## config.mk

```make
export PLATFORM = sky130hd
export DESIGN_NAME = branch_resolver_flat
export DESIGN_NICKNAME = d
export VERILOG_FILES = /design/src/rtl/branch_resolver_pkg.sv /design/src/rtl/branch_resolver_if.sv /design/src/rtl/branch_resolver_pred_queue.sv /design/src/rtl/branch_resolver.sv /design/src/flat_wrapper.sv
export SDC_FILE = /design/constraint.sdc
export NUM_CORES = 1
export LEC_CHECK = 0
export BUFFER_PORTS_ARGS = -buffer_cell sky130_fd_sc_hd__buf_2
export CORE_MARGIN = 1
export CORE_UTILIZATION = 62
export CTS_CLUSTER_DIAMETER = 50
export DETAILED_ROUTE_END_ITERATION = 7
export HOLD_SLACK_MARGIN = 0.05
export PLACE_DENSITY = 0.87
export SLEW_MARGIN = 20
export SYNTH_ARGS = -nofsm -noshare
export SYNTH_HDL_FRONTEND = slang
export SYNTH_SLANG_ARGS = --single-unit
export TNS_END_PERCENT = 30
```

## constraint.sdc

```tcl
create_clock -name clk -period 9.53 [get_ports clk]
set_input_delay 1.906 -clock clk [delete_from_list [all_inputs] [get_ports clk]]
set_output_delay 1.906 -clock clk [all_outputs]
set_load 0.005 [all_outputs]
```

## src/rtl/branch_resolver_pkg.sv

```systemverilog
// Shared types for the branch resolver: prediction queue entry, resolver FSM
// states and the debug snapshot exported by the top.
package branch_resolver_pkg;

  localparam logic [31:0] INSTR_BYTES = 32'd4;

  typedef struct packed {
    logic [31:0] pc;
    logic [31:0] pred_next;
    logic        pred_taken;
  } q_entry_t;

  typedef enum logic {
    ST_RUN     = 1'b0,
    ST_RECOVER = 1'b1
  } state_e;

  typedef struct packed {
    state_e   state;
    logic     queue_empty;
    q_entry_t head;
  } dbg_t;

  function automatic logic [31:0] seq_next(input logic [31:0] pc);
    return pc + INSTR_BYTES;
  endfunction

endpackage

```

## src/rtl/branch_resolver_if.sv

```systemverilog
// Fetch/EX-facing bus of the branch resolver: push side, resolve side,
// predictor update strobe and fetch redirect.
interface branch_resolver_if;
  // Handshake: a fetch push is accepted on a rising clk edge when
  // fetch_valid=1 and queue_full=0 (queue_full is the ready, inverted);
  // ex_valid has no backpressure, while update_valid and redirect_valid are
  // single-cycle strobes with no ready, qualified by nothing else.
  logic        fetch_valid;
  logic [31:0] fetch_pc;
  logic [31:0] fetch_pred_next;
  logic        fetch_pred_taken;
  logic        queue_full;

  logic        ex_valid;
  logic [31:0] ex_pc;
  logic        ex_is_branch;
  logic        ex_taken;
  logic [31:0] ex_target;

  logic        update_valid;
  logic [31:0] update_pc;
  logic [31:0] update_target;
  logic        update_taken;

  logic        redirect_valid;
  logic [31:0] redirect_pc;

  modport master (
    output fetch_valid, fetch_pc, fetch_pred_next, fetch_pred_taken,
    output ex_valid, ex_pc, ex_is_branch, ex_taken, ex_target,
    input  queue_full,
    input  update_valid, update_pc, update_target, update_taken,
    input  redirect_valid, redirect_pc
  );

  modport slave (
    input  fetch_valid, fetch_pc, fetch_pred_next, fetch_pred_taken,
    input  ex_valid, ex_pc, ex_is_branch, ex_taken, ex_target,
    output queue_full,
    output update_valid, update_pc, update_target, update_taken,
    output redirect_valid, redirect_pc
  );
endinterface

```

## src/rtl/branch_resolver_pred_queue.sv

```systemverilog
// In-order prediction FIFO with a single-cycle flush; flush wins over any
// push or pop offered in the same cycle.
module branch_resolver_pred_queue
  import branch_resolver_pkg::*;
#(
  parameter int DEPTH    = 4,
  parameter int PTR_BITS = 2
) (
  input  logic     clk,
  input  logic     reset,
  input  logic     flush,
  input  logic     push,
  input  q_entry_t push_data,
  input  logic     pop,
  output q_entry_t head_data,
  output logic     full,
  output logic     empty
);

  localparam logic [PTR_BITS:0] DEPTH_C = (PTR_BITS + 1)'(DEPTH);

  q_entry_t            mem_q [DEPTH];
  q_entry_t            mem_d [DEPTH];
  logic [PTR_BITS-1:0] head_q, head_d;
  logic [PTR_BITS-1:0] tail_q, tail_d;
  logic [PTR_BITS:0]   count_q, count_d;
  logic                push_ok, pop_ok;

  assign full      = (count_q == DEPTH_C);
  assign empty     = (count_q == '0);
  assign head_data = mem_q[head_q];
  assign push_ok   = push && !full;
  assign pop_ok    = pop && !empty;

  always_comb begin
    mem_d   = mem_q;
    head_d  = head_q;
    tail_d  = tail_q;
    count_d = count_q;
    if (flush) begin
      head_d  = '0;
      tail_d  = '0;
      count_d = '0;
    end else begin
      if (push_ok) begin
        mem_d[tail_q] = push_data;
        tail_d        = tail_q + 1'b1;
      end
      if (pop_ok) begin
        head_d = head_q + 1'b1;
      end
      // Pointers wrap naturally because DEPTH is a power of two.
      count_d = count_q + {{PTR_BITS{1'b0}}, push_ok} - {{PTR_BITS{1'b0}}, pop_ok};
    end
  end

  always_ff @(posedge clk) begin
    if (reset) begin
      for (int i = 0; i < DEPTH; i++) begin
        mem_q[i] <= '0;
      end
      head_q  <= '0;
      tail_q  <= '0;
      count_q <= '0;
    end else begin
      mem_q   <= mem_d;
      head_q  <= head_d;
      tail_q  <= tail_d;
      count_q <= count_d;
    end
  end

endmodule

```

## src/rtl/branch_resolver.sv

```systemverilog
// Resolution-side partner of the gshare fetch predictor: checks each resolved
// instruction against its queued prediction, trains the predictor, redirects fetch.
module branch_resolver
  import branch_resolver_pkg::*;
#(
  parameter int DEPTH    = 4,
  parameter int PTR_BITS = 2,
  parameter int CNT_BITS = 32
) (
  input  logic                clk,
  input  logic                reset,
  branch_resolver_if.slave    bus,
  output logic [CNT_BITS-1:0] branch_count,
  output logic [CNT_BITS-1:0] mispredict_count,
  output logic                sync_err,
  output dbg_t                dbg
);

  localparam logic [CNT_BITS-1:0] CNT_MAX = '1;

  state_e   state_q, state_d;
  logic     running;
  logic     q_full, q_empty;
  logic     push, pop, mispredict;
  q_entry_t head, push_entry;
  logic [31:0] actual_next;

  logic        update_valid_q, update_valid_d;
  logic [31:0] update_pc_q, update_pc_d;
  logic [31:0] update_target_q, update_target_d;
  logic        update_taken_q, update_taken_d;
  logic        redirect_valid_q, redirect_valid_d;
  logic [31:0] redirect_pc_q, redirect_pc_d;
  logic [CNT_BITS-1:0] branch_count_q, branch_count_d;
  logic [CNT_BITS-1:0] mispredict_count_q, mispredict_count_d;
  logic        sync_err_q, sync_err_d;

  // RECOVER is the wrong-path bubble: both fetch and EX are ignored.
  assign running     = (state_q == ST_RUN);
  assign pop         = running && bus.ex_valid && !q_empty;
  assign actual_next = (bus.ex_is_branch && bus.ex_taken) ? bus.ex_target : seq_next(head.pc);
  assign mispredict  = pop && (actual_next != head.pred_next);
  assign push        = running && bus.fetch_valid && !q_full && !mispredict;

  assign push_entry = '{pc: bus.fetch_pc, pred_next: bus.fetch_pred_next,
                        pred_taken: bus.fetch_pred_taken};

  branch_resolver_pred_queue #(
    .DEPTH    (DEPTH),
    .PTR_BITS (PTR_BITS)
  ) u_pred_queue (
    .clk       (clk),
    .reset     (reset),
    .flush     (mispredict),
    .push      (push),
    .push_data (push_entry),
    .pop       (pop),
    .head_data (head),
    .full      (q_full),
    .empty     (q_empty)
  );

  always_ff @(posedge clk) begin
    if (reset) begin
      state_q <= ST_RUN;
    end else begin
      state_q <= state_d;
    end
  end

  always_comb begin
    state_d = state_q;
    case (state_q)
      ST_RUN:     if (mispredict) state_d = ST_RECOVER;
      ST_RECOVER: state_d = ST_RUN;
      default:    state_d = ST_RUN;
    endcase
  end

  always_comb begin
    update_valid_d     = 1'b0;
    update_pc_d        = update_pc_q;
    update_target_d    = update_target_q;
    update_taken_d     = update_taken_q;
    redirect_valid_d   = 1'b0;
    redirect_pc_d      = redirect_pc_q;
    branch_count_d     = branch_count_q;
    mispredict_count_d = mispredict_count_q;
    sync_err_d         = sync_err_q;

    // Only real branches train the predictor; a false BTB hit on a
    // non-branch is corrected through the redirect path alone.
    if (pop && bus.ex_is_branch) begin
      update_valid_d  = 1'b1;
      update_pc_d     = head.pc;
      update_target_d = bus.ex_target;
      update_taken_d  = bus.ex_taken;
      if (branch_count_q != CNT_MAX) branch_count_d = branch_count_q + 1'b1;
    end

    if (mispredict) begin
      redirect_valid_d = 1'b1;
      redirect_pc_d    = actual_next;
      if (mispredict_count_q != CNT_MAX) mispredict_count_d = mispredict_count_q + 1'b1;
    end

    if (running && bus.ex_valid && q_empty) sync_err_d = 1'b1;
    if (pop && (head.pc != bus.ex_pc))      sync_err_d = 1'b1;
  end

  always_ff @(posedge clk) begin
    if (reset) begin
      update_valid_q     <= 1'b0;
      update_pc_q        <= '0;
      update_target_q    <= '0;
      update_taken_q     <= 1'b0;
      redirect_valid_q   <= 1'b0;
      redirect_pc_q      <= '0;
      branch_count_q     <= '0;
      mispredict_count_q <= '0;
      sync_err_q         <= 1'b0;
    end else begin
      update_valid_q     <= update_valid_d;
      update_pc_q        <= update_pc_d;
      update_target_q    <= update_target_d;
      update_taken_q     <= update_taken_d;
      redirect_valid_q   <= redirect_valid_d;
      redirect_pc_q      <= redirect_pc_d;
      branch_count_q     <= branch_count_d;
      mispredict_count_q <= mispredict_count_d;
      sync_err_q         <= sync_err_d;
    end
  end

  assign bus.queue_full     = running && q_full;
  assign bus.update_valid   = update_valid_q;
  assign bus.update_pc      = update_pc_q;
  assign bus.update_target  = update_target_q;
  assign bus.update_taken   = update_taken_q;
  assign bus.redirect_valid = redirect_valid_q;
  assign bus.redirect_pc    = redirect_pc_q;
  assign branch_count       = branch_count_q;
  assign mispredict_count   = mispredict_count_q;
  assign sync_err           = sync_err_q;

  assign dbg = '{state: state_q, queue_empty: q_empty, head: head};

endmodule

```

## src/flat_wrapper.sv

```systemverilog
// flat-port wrapper written by rule: the top's interface ports become plain ports
module branch_resolver_flat import branch_resolver_pkg::*;
#(
  parameter int DEPTH    = 4,
  parameter int PTR_BITS = 2,
  parameter int CNT_BITS = 32
)
  (clk, reset, branch_count, mispredict_count, sync_err, dbg, bus_fetch_valid, bus_fetch_pc, bus_fetch_pred_next, bus_fetch_pred_taken, bus_ex_valid, bus_ex_pc, bus_ex_is_branch, bus_ex_taken, bus_ex_target, bus_queue_full, bus_update_valid, bus_update_pc, bus_update_target, bus_update_taken, bus_redirect_valid, bus_redirect_pc);
  branch_resolver_if bus_i ();
  input  logic clk;
  input  logic reset;
  output logic [CNT_BITS-1:0] branch_count;
  output logic [CNT_BITS-1:0] mispredict_count;
  output logic sync_err;
  output dbg_t dbg;
  input wire logic [$bits(bus_i.fetch_valid)-1:0] bus_fetch_valid;
  input wire logic [$bits(bus_i.fetch_pc)-1:0] bus_fetch_pc;
  input wire logic [$bits(bus_i.fetch_pred_next)-1:0] bus_fetch_pred_next;
  input wire logic [$bits(bus_i.fetch_pred_taken)-1:0] bus_fetch_pred_taken;
  input wire logic [$bits(bus_i.ex_valid)-1:0] bus_ex_valid;
  input wire logic [$bits(bus_i.ex_pc)-1:0] bus_ex_pc;
  input wire logic [$bits(bus_i.ex_is_branch)-1:0] bus_ex_is_branch;
  input wire logic [$bits(bus_i.ex_taken)-1:0] bus_ex_taken;
  input wire logic [$bits(bus_i.ex_target)-1:0] bus_ex_target;
  output wire logic [$bits(bus_i.queue_full)-1:0] bus_queue_full;
  output wire logic [$bits(bus_i.update_valid)-1:0] bus_update_valid;
  output wire logic [$bits(bus_i.update_pc)-1:0] bus_update_pc;
  output wire logic [$bits(bus_i.update_target)-1:0] bus_update_target;
  output wire logic [$bits(bus_i.update_taken)-1:0] bus_update_taken;
  output wire logic [$bits(bus_i.redirect_valid)-1:0] bus_redirect_valid;
  output wire logic [$bits(bus_i.redirect_pc)-1:0] bus_redirect_pc;
  assign bus_i.fetch_valid = bus_fetch_valid;
  assign bus_i.fetch_pc = bus_fetch_pc;
  assign bus_i.fetch_pred_next = bus_fetch_pred_next;
  assign bus_i.fetch_pred_taken = bus_fetch_pred_taken;
  assign bus_i.ex_valid = bus_ex_valid;
  assign bus_i.ex_pc = bus_ex_pc;
  assign bus_i.ex_is_branch = bus_ex_is_branch;
  assign bus_i.ex_taken = bus_ex_taken;
  assign bus_i.ex_target = bus_ex_target;
  assign bus_queue_full = bus_i.queue_full;
  assign bus_update_valid = bus_i.update_valid;
  assign bus_update_pc = bus_i.update_pc;
  assign bus_update_target = bus_i.update_target;
  assign bus_update_taken = bus_i.update_taken;
  assign bus_redirect_valid = bus_i.redirect_valid;
  assign bus_redirect_pc = bus_i.redirect_pc;
  branch_resolver #(.DEPTH(DEPTH), .PTR_BITS(PTR_BITS), .CNT_BITS(CNT_BITS)) u_core (.clk(clk), .reset(reset), .bus(bus_i), .branch_count(branch_count), .mispredict_count(mispredict_count), .sync_err(sync_err), .dbg(dbg));
endmodule
```

==> reports/results.ini <==
[worst_hold_path]
holdPathStages=2
hold_path.class=flop to flop
min-delay-start=u_core.bus.update_target[16]$_SDFFE_PP0P_
min_to=u_core.bus.update_target[16]$_SDFFE_PP0P_

[flow_run]
maxCapViolations=0

[global_routing]
antenna_found_initial=4
grt_usage=0.370
grt_max_degree=314
grt_pass1_vias=18300
grt-ovfl-total=0
grt_pass1_wl_um=104000

[sta]
whs_ns=0.451
period_share=0.706
maxSlewHeadroom=0.265
period_needed_ns=6.73
drv_slew=0
setup_viol=0
hold_viol=0
fin_setup_tns_ns=0
fmax_mhz=149
tightest_slew_ns=1.09
finClkSkew_ns=0.0268
rsz0062_at_grt=false

[critical_path]
worstPathArrival_ns=7.24
r2r_end=u_core.u_pred_queue.mem_q[215]$_SDFFE_PP0P_
cp-start-kind=flop
cp.required_ns=10.04
end_kind=flop
worst-path-max-fanout=72
r2r-start=u_core.u_pred_queue.head_q[1]$_SDFFE_PP0P_
ff2ff_setup_slack_ns=2.80
crit_type=flop to flop
worstRegToRegCells=11

[yosys]
synth-edff-count=0
synth_common_cells=432 x dfxtp_1, 303 x nand2b_1, 265 x mux2i_1
synth.most_common_cell=dfxtp_1
synthesis.yosys.warnings=0
ys.flop_type=dfxtp_1
syn_area_per_cell_um2=9.65
synthCells=2308
synth-seq-area-share=0.388
synth_cell_types=80
synth_top_area_share=0.388
yosys_register_bits=432
synth_area_um2=22300
yosys.area.top_type=dfxtp_1
synthTopCellsByArea=dfxtp_1 39%, mux2i_1 12%, nand2b_1 8.5%, mux4_2 6.1%, nand2_1 3.6%
synth_fp_nets=2453
synthArstFlopShare=0

[floorplanning]
initial_core_util=0.628
die_w_um=192
coreArea_um2=35500
dieHeight_um=192
rows=69
pin_count=367
die_area_um2=36700

[status]
status=completed

[power]
powerDensity_nw_per_um2=218
p_int_mw=3.66
sw_frac_of_total=0.336
p_leak_nw=11.0
clkPwrFrac=0.331
peakVddDrop_mv=0.164
seqPwrFrac=0.378
combPwrFrac=0.291
power_switching_mw=1.86

[clock_network]
clockBufferDepth=3
htreeDepth=2
cts_buffers=47
cts_resized=0
clk_pin_slew_ns=0.06
insertion_delay_ns=0.59
cts_hold_buf=0
clock-sinks=432
cts_root_buffer=clkbuf_16
cts_setup_buffers=0
cts_tree=built

[placed_design]
placed_cells=2963
detailed_place_hpwl_um=47900
io_buffer_count=366
place_congestion=0.990

[finish]
n_fill_cell=2583
drive_gt1_frac=0.212
layoutNonFillerInstCount=3052
final_nets=2696
syn_to_final_growth_pct=13.5
final_util=0.712

[drt]
wl_um=69100
ant_nets=0
wire_per_inst_um=22.6
viasPerCell=6.25
vias=19100
drc=0
drtIter0Drc=1672
first_pass_iters=5

[worst max-delay path, cell delays in order (launching register included)]
cell and delay [ns]:
dfxtp_4 0.82, mux4_1 0.74, nand3_1 0.63, or3_1 0.68, nor4_1 0.92, a2111o_1 0.29
nor4_2 0.06, and4_2 0.19, buf_4 0.33, o211ai_4 0.91, buf_4 0.68, mux2i_1 0.29
[per-layer routing]
layer  wire, µm  global-route usage  vias to the layer above
met3       6390              0.0804                      215
met1      27800               0.470                     9263
li1           -                   -                     8577
met4       3210               0.192                        2
met2      31700               0.589                     1014
met5         10                   0                        -
[sequential cells by signal, summed over array words and instances (netlist names)]
signal,count
u_core.u_pred_queue.tail_q,2
u_core.branch_count,32
u_core.u_pred_queue.count_q,3
u_core.bus.update_taken,1
u_core.bus.update_target,32
u_core.u_pred_queue.mem_q,260
u_core.mispredict_count,32
u_core.u_pred_queue.head_q,2
u_core.sync_err,1
u_core.bus.update_pc,32
u_core.state_q,1
u_core.bus.update_valid,1
u_core.bus.redirect_pc,32
u_core.bus.redirect_valid,1
[cell families after synthesis]
kind of cell,share of synthesized area
buffers and inverters,0.0541
muxes,0.201
and+or+nand+nor,0.224
DFF,0.388
xor gates and xnor gates,0.0533
adders and majority gates,0.00596
AOI/OAI and AO/OA,0.0735
[metrics by stage]
| step | setup WS (ns) | power (mW) | cell area [µm²] |
|---|---|---|---|
| finish | 2.80 | 5.52 | 25300 |
| global route | 2.44 | 5.71 | 25300 |
| global placement | 2.76 | 3.65 | 23700 |
| CTS | 2.91 | 5.49 | 25300 |
| detailed placement | 2.72 | 3.68 | 23700 |
| floorplan | 4.15 | 3.16 | 22300 |
[worst max path at each step]
stage,depth (start not counted),to,from
final,11,u_core.u_pred_queue.mem_q[215]$_SDFFE_PP0P_,u_core.u_pred_queue.head_q[1]$_SDFFE_PP0P_
after CTS,18,u_core.u_pred_queue.count_q[2]$_SDFF_PP0_,u_core.u_pred_queue.head_q[1]$_SDFFE_PP0P_
after global routing,18,u_core.u_pred_queue.count_q[2]$_SDFF_PP0_,u_core.u_pred_queue.head_q[1]$_SDFFE_PP0P_
after global placement,18,u_core.u_pred_queue.count_q[2]$_SDFF_PP0_,bus_ex_is_branch
after floorplan,22,u_core.u_pred_queue.count_q[2]$_SDFF_PP0_,bus_ex_is_branch
after detailed placement,19,u_core.u_pred_queue.count_q[2]$_SDFF_PP0_,bus_ex_is_branch
[final cells by class]
| cell class | instances | area [µm²] | share of cell area |
|---|---|---|---|
| Tap cell | 461 | 577 | 0.0228 |
| Clock buffer | 70 | 1390 | 0.0551 |
| Clock inverter | 14 | 155 | 0.00614 |
| Multi-Input combinational cell | 1672 | 12400 | 0.492 |
| Antenna cell | 5 | 12.5 | 0.000495 |
| Timing Repair Buffer | 383 | 1980 | 0.0784 |
| Sequential cell | 432 | 8660 | 0.342 |
| Inverter | 15 | 56.3 | 0.00223 |
[cell usage in the layout, fill, tap and decap left out, types with 12 or more instances in the layout]
| master | n |
|---|---|
| nor4_1 | 19 |
| xor2_1 | 84 |
| clkbuf_16 | 48 |
| and3_1 | 21 |
| or2b_1 | 24 |
| mux4_2 | 60 |
| o2111ai_1 | 18 |
| nor2b_1 | 26 |
| dfxtp_1 | 430 |
| buf_2 | 365 |
| o21ai_0 | 48 |
| mux2_1 | 21 |
| nand4_1 | 40 |
| nand2_1 | 210 |
| a21oi_1 | 121 |
| xnor2_1 | 45 |
| and2_1 | 12 |
| nand2b_1 | 303 |
| mux2i_1 | 265 |
| nor3_1 | 46 |
| inv_1 | 15 |
| and4_1 | 21 |
| nand3_1 | 48 |
| nor2_1 | 91 |
| buf_4 | 16 |
[power groups by stage]
stage	combinational [mW]	clock, mW	sequential, mW
floorplan	1.06	0	2.10
global placement	1.54	0	2.11
global route	1.69	1.92	2.10
detailed placement	1.56	0	2.12
finish	1.61	1.83	2.09
CTS	1.57	1.83	2.08
Note: power is estimated with default switching activity, not from simulation.
